## src/rtl/wb_arbiter_rr.sv

```systemverilog
// Wishbone N-to-1 bus arbiter: round-robin or fixed-priority grant, burst-safe hold,
// and an optional watchdog that answers a silent slave with a one-cycle bus error.
module wb_arbiter_rr #(
    parameter int NUM_MASTERS = 2,
    parameter int AW          = 32,
    parameter int DW          = 32,
    parameter int RR_MODE     = 1,
    parameter int TIMEOUT     = 256
) (
    input  logic                        wb_clk_i,
    input  logic                        wb_rst_i,
    // master side
    input  logic [NUM_MASTERS*AW-1:0]   wbm_adr_i,
    input  logic [NUM_MASTERS*DW-1:0]   wbm_dat_i,
    input  logic [NUM_MASTERS*DW/8-1:0] wbm_sel_i,
    input  logic [NUM_MASTERS-1:0]      wbm_we_i,
    input  logic [NUM_MASTERS-1:0]      wbm_cyc_i,
    input  logic [NUM_MASTERS-1:0]      wbm_stb_i,
    input  logic [NUM_MASTERS*3-1:0]    wbm_cti_i,
    input  logic [NUM_MASTERS*2-1:0]    wbm_bte_i,
    output logic [NUM_MASTERS*DW-1:0]   wbm_dat_o,
    output logic [NUM_MASTERS-1:0]      wbm_ack_o,
    output logic [NUM_MASTERS-1:0]      wbm_err_o,
    output logic [NUM_MASTERS-1:0]      wbm_rty_o,
    // slave side
    output logic [AW-1:0]               wbs_adr_o,
    output logic [DW-1:0]               wbs_dat_o,
    output logic [DW/8-1:0]             wbs_sel_o,
    output logic                        wbs_we_o,
    output logic                        wbs_cyc_o,
    output logic                        wbs_stb_o,
    output logic [2:0]                  wbs_cti_o,
    output logic [1:0]                  wbs_bte_o,
    input  logic [DW-1:0]               wbs_dat_i,
    input  logic                        wbs_ack_i,
    input  logic                        wbs_err_i,
    input  logic                        wbs_rty_i,
    output logic [NUM_MASTERS-1:0]      wb_grant_o
);

    localparam int SW = DW / 8;
    localparam int IW = $clog2(NUM_MASTERS);
    localparam int CW = (TIMEOUT > 0) ? $clog2(TIMEOUT + 1) : 1;
    localparam logic [CW-1:0] CNT_LAST = (TIMEOUT > 0) ? CW'(TIMEOUT - 1) : '0;

    typedef enum logic {IDLE, GRANT} state_t;

    state_t          state_q, state_d;
    logic [IW-1:0]   gidx_q, gidx_d;
    logic [IW-1:0]   last_q, last_d;
    logic [CW-1:0]   cnt_q, cnt_d;
    logic            to_q, to_d;

    logic [IW-1:0]   pick_idx;
    logic            pick_found;
    logic [IW-1:0]   cand_idx;
    int              cand;
    logic            resp;

    assign resp = wbs_ack_i | wbs_err_i | wbs_rty_i;

    // Winner search: rotating start after the last grant, or index 0 when fixed priority.
    always_comb begin
        // NOTE: every variable gets a default before any branch, so no path infers a latch.
        pick_idx   = '0;
        pick_found = 1'b0;
        cand       = 0;
        cand_idx   = '0;
        for (int i = 0; i < NUM_MASTERS; i++) begin
            cand     = (RR_MODE != 0) ? (int'(last_q) + 1 + i) % NUM_MASTERS : i;
            cand_idx = IW'(cand);
            if (!pick_found && wbm_cyc_i[cand_idx]) begin
                pick_found = 1'b1;
                pick_idx   = cand_idx;
            end
        end
    end

    always_comb begin
        state_d = state_q;
        gidx_d  = gidx_q;
        last_d  = last_q;
        cnt_d   = '0;
        to_d    = 1'b0;
        case (state_q)
            IDLE: begin
                if (|wbm_cyc_i) begin
                    state_d = GRANT;
                    gidx_d  = pick_idx;
                end
            end
            GRANT: begin
                if (!wbm_cyc_i[gidx_q]) begin
                    state_d = IDLE;
                    last_d  = gidx_q;
                end
            end
            default: state_d = IDLE;
        endcase
        // Watchdog: only counts strobed cycles the slave leaves unanswered.
        if (TIMEOUT != 0 && state_q == GRANT && state_d == GRANT && wbs_stb_o && !resp) begin
            if (cnt_q == CNT_LAST) to_d = 1'b1;
            else                   cnt_d = cnt_q + CW'(1);
        end
    end

    always_ff @(posedge wb_clk_i) begin
        // NOTE: non-blocking assignments keep every register sampling pre-edge values.
        if (wb_rst_i) begin
            state_q <= IDLE;
            gidx_q  <= '0;
            last_q  <= IW'(NUM_MASTERS - 1);
            cnt_q   <= '0;
            to_q    <= 1'b0;
        end else begin
            state_q <= state_d;
            gidx_q  <= gidx_d;
            last_q  <= last_d;
            cnt_q   <= cnt_d;
            to_q    <= to_d;
        end
    end

    always_comb begin
        wb_grant_o = '0;
        if (state_q == GRANT) wb_grant_o[gidx_q] = 1'b1;
    end

    always_comb begin
        wbs_adr_o = '0;
        wbs_dat_o = '0;
        wbs_sel_o = '0;
        wbs_we_o  = 1'b0;
        wbs_cyc_o = 1'b0;
        wbs_stb_o = 1'b0;
        wbs_cti_o = '0;
        wbs_bte_o = '0;
        if (state_q == GRANT) begin
            wbs_adr_o = wbm_adr_i[gidx_q*AW +: AW];
            wbs_dat_o = wbm_dat_i[gidx_q*DW +: DW];
            wbs_sel_o = wbm_sel_i[gidx_q*SW +: SW];
            wbs_we_o  = wbm_we_i[gidx_q];
            wbs_cyc_o = wbm_cyc_i[gidx_q];
            // The timeout cycle withdraws the strobe so the slave sees the access end.
            wbs_stb_o = wbm_stb_i[gidx_q] & ~to_q;
            wbs_cti_o = wbm_cti_i[gidx_q*3 +: 3];
            wbs_bte_o = wbm_bte_i[gidx_q*2 +: 2];
        end
    end

    always_comb begin
        wbm_dat_o = '0;
        wbm_ack_o = '0;
        wbm_err_o = '0;
        wbm_rty_o = '0;
        for (int m = 0; m < NUM_MASTERS; m++) begin
            if (wb_grant_o[m]) begin
                wbm_dat_o[m*DW +: DW] = wbs_dat_i;
                wbm_ack_o[m]          = wbs_ack_i;
                // A real slave response in the timeout cycle wins over the synthetic error.
                wbm_err_o[m]          = wbs_err_i | (to_q & ~resp);
                wbm_rty_o[m]          = wbs_rty_i;
            end
        end
    end

endmodule

```

## config.mk

```make
export PLATFORM = sky130hd
export DESIGN_NAME = wb_arbiter_rr
export DESIGN_NICKNAME = d
export VERILOG_FILES = /design/src/rtl/wb_arbiter_rr.sv
export SDC_FILE = /design/constraint.sdc
export NUM_CORES = 1
export LEC_CHECK = 0
export ABC_AREA = 1
export ABC_CLOCK_PERIOD_IN_PS = 2400
export BUFFER_PORTS_ARGS = -buffer_cell sky130_fd_sc_hd__buf_4
export CAP_MARGIN = 20
export CORE_AREA = 2 2 130 132
export CTS_BUF_LIST = sky130_fd_sc_hd__clkbuf_4 sky130_fd_sc_hd__clkbuf_8
export DETAILED_ROUTE_END_ITERATION = 16
export DIE_AREA = 0 0 132 134
export PLACE_DENSITY = 0.4
export SYNTH_ARGS = -nofsm -noshare
export SYNTH_HDL_FRONTEND = slang
export SYNTH_SLANG_ARGS = --single-unit
```

## constraint.sdc

```tcl
create_clock -name wb_clk_i -period 2.4 [get_ports wb_clk_i]
set_input_delay 0.36 -clock wb_clk_i [delete_from_list [all_inputs] [get_ports wb_clk_i]]
set_output_delay 0.36 -clock wb_clk_i [all_outputs]
set_load 0.01 [all_outputs]
```

### Yosys cells after proc, flatten, opt, wreduce, memory -nomap -nowiden

Index checks and enable logic that the tools add are counted.

| storage, ports and cells | value |
|---|---|
| input bits | 189 |
| logic and storage cells | 77 |
| bits in registers | 13 |
| output and inout bits | 148 |

| operators by class | value |
|---|---|
| magnitude comparators | 4 |
| equal/unequal tests | 1 |
| shift operators | 5 |
| multipliers | 1 |
| muxes and demuxes | 36 |
| reduce and logical (&&, ||, !) cells | 12 |
| add/sub/neg operators | 3 |
| bitwise gates (word level) | 10 |

Operator list:

| cell | number |
|---|---|
| two-way mux 32 bit | 4 |
| indexed part select 64 x 7 -> 32 bit | 2 |
| two-way mux 1 bit | 26 |
| adder 9 x 1 -> 9 bit, second input constant | 1 |
| equality test 9 x 8 -> 1 bit, second input constant | 1 |
| indexed part select 8 x 4 -> 4 bit | 1 |
| < comparator 1 x 2 -> 1 bit, second input constant | 3 |
| indexed part select 6 x 4 -> 3 bit | 1 |
| logical AND 1 bit | 5 |
| inverter 1 bit | 5 |
| two-way mux 2 bit | 2 |
| two-way mux 4 bit | 1 |
| AND reduction 2 bit | 2 |
| OR reduction 2 bit | 2 |
| indexed part select 4 x 3 -> 2 bit | 1 |
| multiplier 1 x 2 -> 3 bit, second input constant | 1 |
| two-way mux 3 bit | 1 |
| OR 1 bit | 3 |
| OR reduction 3 bit | 1 |
| adder 1 bit, second input constant | 2 |
| bitwise AND 1 bit | 2 |
| logical NOT 1 bit | 2 |
| case mux 1 bit (2 select lines) | 1 |
| demux 1 bit (select 1 bit) | 1 |
| greater-or-equal comparator 1 bit, second input constant | 1 |

### Depth between registers and ports, before layout

| depth | value |
|---|---|
| depth after elaboration | 9 |
| depth in mapped cells | 9 |
| depth with buffers taken out | 9 |

### Worst setup path before layout

OpenSTA, ideal clock, no wires.

| timing | value |
|---|---|
| kind | reg-to-output |
| start point | register gidx_q |
| end point | output wbs_adr_o[0] |
| arrival time | 1.065 ns |
| buffers on the path | 3 |
| slack | 0.975 ns |
| stages on the path, launching flop included | 7 |
| data required time | 2.040 ns |
| cell sequence | dfxtp_1 > buf_6 > nand2_4 > inv_2 > buf_6 > buf_2 > a22o_1 |

| on the way | value |
|---|---|
| cells in the longest elaborated chain, start to end | 2 |

RTL lines:

| item | line | source |
|---|---|---|
| start, declared | 49 | `logic [IW-1:0] gidx_q, gidx_d;` |
| start signal, assigned | 117 | `gidx_q <= gidx_d;` |
| indexed part select 64 x 7 -> 32 bit | 139 | `wbs_adr_o = wbm_adr_i[gidx_q*AW +: AW];` |
| two-way mux 32 bit | 138 | `if (state_q == GRANT) begin` |
| end, declared | 26 | `output logic [AW-1:0] wbs_adr_o,` |

No other way between the ends.

### Worst setup path in the final report

| timing | value |
|---|---|
| start point | register gidx_q |
| end point | output wbs_we_o |

| on the way | value |
|---|---|
| cells in the longest elaborated chain, start to end | 3 |

RTL lines:

| item | line | source |
|---|---|---|
| two-way mux 1 bit (implied by the code) (2 in series) | 142 | `wbs_we_o = wbm_we_i[gidx_q];` |
| two-way mux 1 bit | 138 |  |
| end, declared | 29 | `output logic wbs_we_o,` |

No other way between the ends. The select of a mux whose other input is x is not followed.

==> results_dict.tcl <==
set metrics [dict create \
    dp_slack_ps 531.9 \
    crit_arrival_ps 1760 \
    synth_nets 479 \
    async_reset_ff_share_pct 0 \
    synthTopCellsByCount "76 x nor2_1, 74 x a22o_1, 48 x inv_1" \
    hold_viol 0 \
    cts_sinks 13 \
    postSynthCellCount 288 \
    port_buffers 336 \
    cts.clk_slew.worst_paths_ps 50 \
    cts_tree "built" \
    grt.busiest_layer "met2" \
    p_leak_nw 2.643 \
    grt_pass1_vias 3131 \
    ys_seq_area_share_pct 13.97 \
    crit_fanout 45 \
    max_cap_viol_count 0 \
    synth_edf_count 0 \
    fin_crit_sh_pct 88.49 \
    viasPerCell 3.887 \
    cts_resized 0 \
    die_w_um 132 \
    drt_first_pass_iters 6 \
    gr-usage-met3_pct 2.872 \
    post_cts_buffers 0 \
    synth-seq-cells 13 \
    finalCriticalPeriod_ps 2124 \
    cts_buffer_depth 2 \
    avgSynthCellArea_sq_um 6.469 \
    regArea_sq_um 260.3 \
    path_class "register to primary output" \
    num_vias 3226 \
    drcViolationCount 0 \
    synth.distinct_cells 22 \
    hold_class "primary input to register" \
    finalSetupTns_ps 0 \
    drt_iter0_drc 89 \
    drt-total-wl_mm 14.39 \
    met2_usage_pct 26.36 \
    fillers 1796 \
    die-height_um 134 \
    multi_input_area_sq_um 1250 \
    setup_viol 0 \
    antenna_found_initial 1 \
    ioPinCount 337 \
    maxSlewViolCount 0 \
    grt_util_all_layers_pct 14.59 \
    rows 47 \
    ir_worst_vdd_mv 0.2077 \
    grt_use_met1_pct 18.35 \
    grt_pass1_wl_mm 20.12 \
    gp_congestion 0.9108 \
    drive_gt1_share_pct 59.84 \
    slew_headroom_pct 59.74 \
    dp_hpwl_mm 12.11 \
    status "complete, no violations" \
    max_freq_ghz 0.4709 \
    synthFlopType "dfxtp_1" \
    initial_core_util_pct 11.44 \
    synth_area_sq_um 1863 \
    tightest_slew_ps 603.0 \
    cts_root_buf "clkbuf_8" \
    grt_max_degree 46 \
    finalNetCount 802 \
    cp-end-kind "primary output" \
    synth_top_area_share_pct 34.79 \
    startpoint_type "register" \
    rsz0062_at_grt "false" \
    fin_ws_ps 276.4 \
    synth_area_leaders "a22o_1 35%, nor2_1 15%, dfxtp_1 14%" \
    antenna_cells 0 \
    yosys.area.top_type "a22o_1" \
    yosysWarnings 0 \
    insertion_delay_ps 240 \
    yosysMostFrequentCell "nor2_1" \
    required_ps 2040 \
    hold_buffers 0 \
    fp.dieArea_sq_um 17690 \
    htree_num_levels 1 \
    wl_per_cell_um 17.34 \
    drtAntennaViolNets 0 \
    fp.coreArea_sq_um 16290 \
    cellPowerDensity_nw_per_um2 281.1 \
    numCtsBuffers 3 \
    finClkSkew_ps 2.234 \
    area_growth_pct 146.1 \
    grt_overflow 0 \
]
-- layout by cell type (no fill, tap or decap), types with 2 or more instances in the layout --
| cell type | instances |
|---|---|
| a21oi_1 | 2 |
| a22o_1 | 74 |
| xor2_1 | 2 |
| inv_1 | 48 |
| nand3_1 | 4 |
| nor2_4 | 2 |
| nor2_2 | 11 |
| dfxtp_1 | 13 |
| xnor2_1 | 2 |
| clkbuf_8 | 3 |
| buf_4 | 341 |
| ha_1 | 2 |
| nand2_1 | 20 |
| inv_2 | 3 |
| nor2_1 | 76 |
-- kinds of logic (layout without fill, tap and decap cells) --
| kind of cell | Yosys count | count (layout) | synth area share, % |
|---|---|---|---|
| AND/OR/NAND/NOR | 116 | 116 | 27.40 |
| AO/OA/AOI/OAI | 79 | 79 | 36.47 |
| buffers and inverters | 74 | 396 | 18.94 |
| flip-flops | 13 | 13 | 13.97 |
| XOR/XNOR | 4 | 4 | 1.881 |
| adder cells (fa/ha/maj) | 2 | 2 | 1.343 |
-- sequential cells by signal, indices dropped and copies added (netlist names) --
register	cells
cnt_q	9
state_q	1
to_q	1
gidx_q	1
last_q	1
-- area by class of cell --
| cell class | count | area share, % |
|---|---|---|
| inverter | 51 | 4.175 |
| sequential | 13 | 5.675 |
| timing repair buffer | 341 | 55.83 |
| clock buffer | 4 | 1.064 |
| tap | 220 | 6.003 |
| multi-input combinational | 201 | 27.26 |
-- per-stage QoR --
| step | instances | power [W] | util (%) | cell area [sq um] | hold WS [ps] |
|---|---|---|---|---|---|
| 2_1_floorplan | 288 | 0.0005603 | - | 1863 | 427.6 |
| 3_3_place_gp | 826 | 0.001099 | 27.85 | 4537 | 439.1 |
| 3_5_place_dp | 826 | 0.001099 | 27.85 | 4537 | 446.2 |
| 4_1_cts | 830 | 0.001311 | 28.15 | 4586 | 297.4 |
| 5_1_grt | 830 | 0.001365 | 28.15 | 4586 | 291.7 |
| 6_report | 830 | 0.001289 | 28.15 | 4586 | 303.9 |
-- where the power goes --
group          leakage (nW)  switching (W)  internal, W
Combinational          2.51       0.000383     0.000477
Sequential            0.105     0.00000614     0.000220
Clock                0.0262      0.0000749     0.000128
Total                  2.64       0.000464     0.000825
-- layer usage --
layer / share of wire (%) / up-vias
met5: 0 / -
li1: - / 1597
met4: 1.1 / 0
met2: 52 / 161
met1: 41 / 1458
met3: 6.6 / 10
-- worst max-delay path, cell delays in order, from the launching register on --
cell	delay (ps)
dfxtp_1	540
nand2_4	80
inv_2	70
buf_4	390
a22o_1	270
buf_4	140
-- path summary, 6_finish.rpt --
kind,from,end,slack [ps],cells past startpoint
worst min-delay path,wb_rst_i,gidx_q,300,2
worst max-delay path,gidx_q,wbs_we_o,280,5
worst min register to register,cnt_q[0],cnt_q[0],460,1
worst max register to register,cnt_q[0],cnt_q[6],830,9
(Power assumes the default switching activity.)
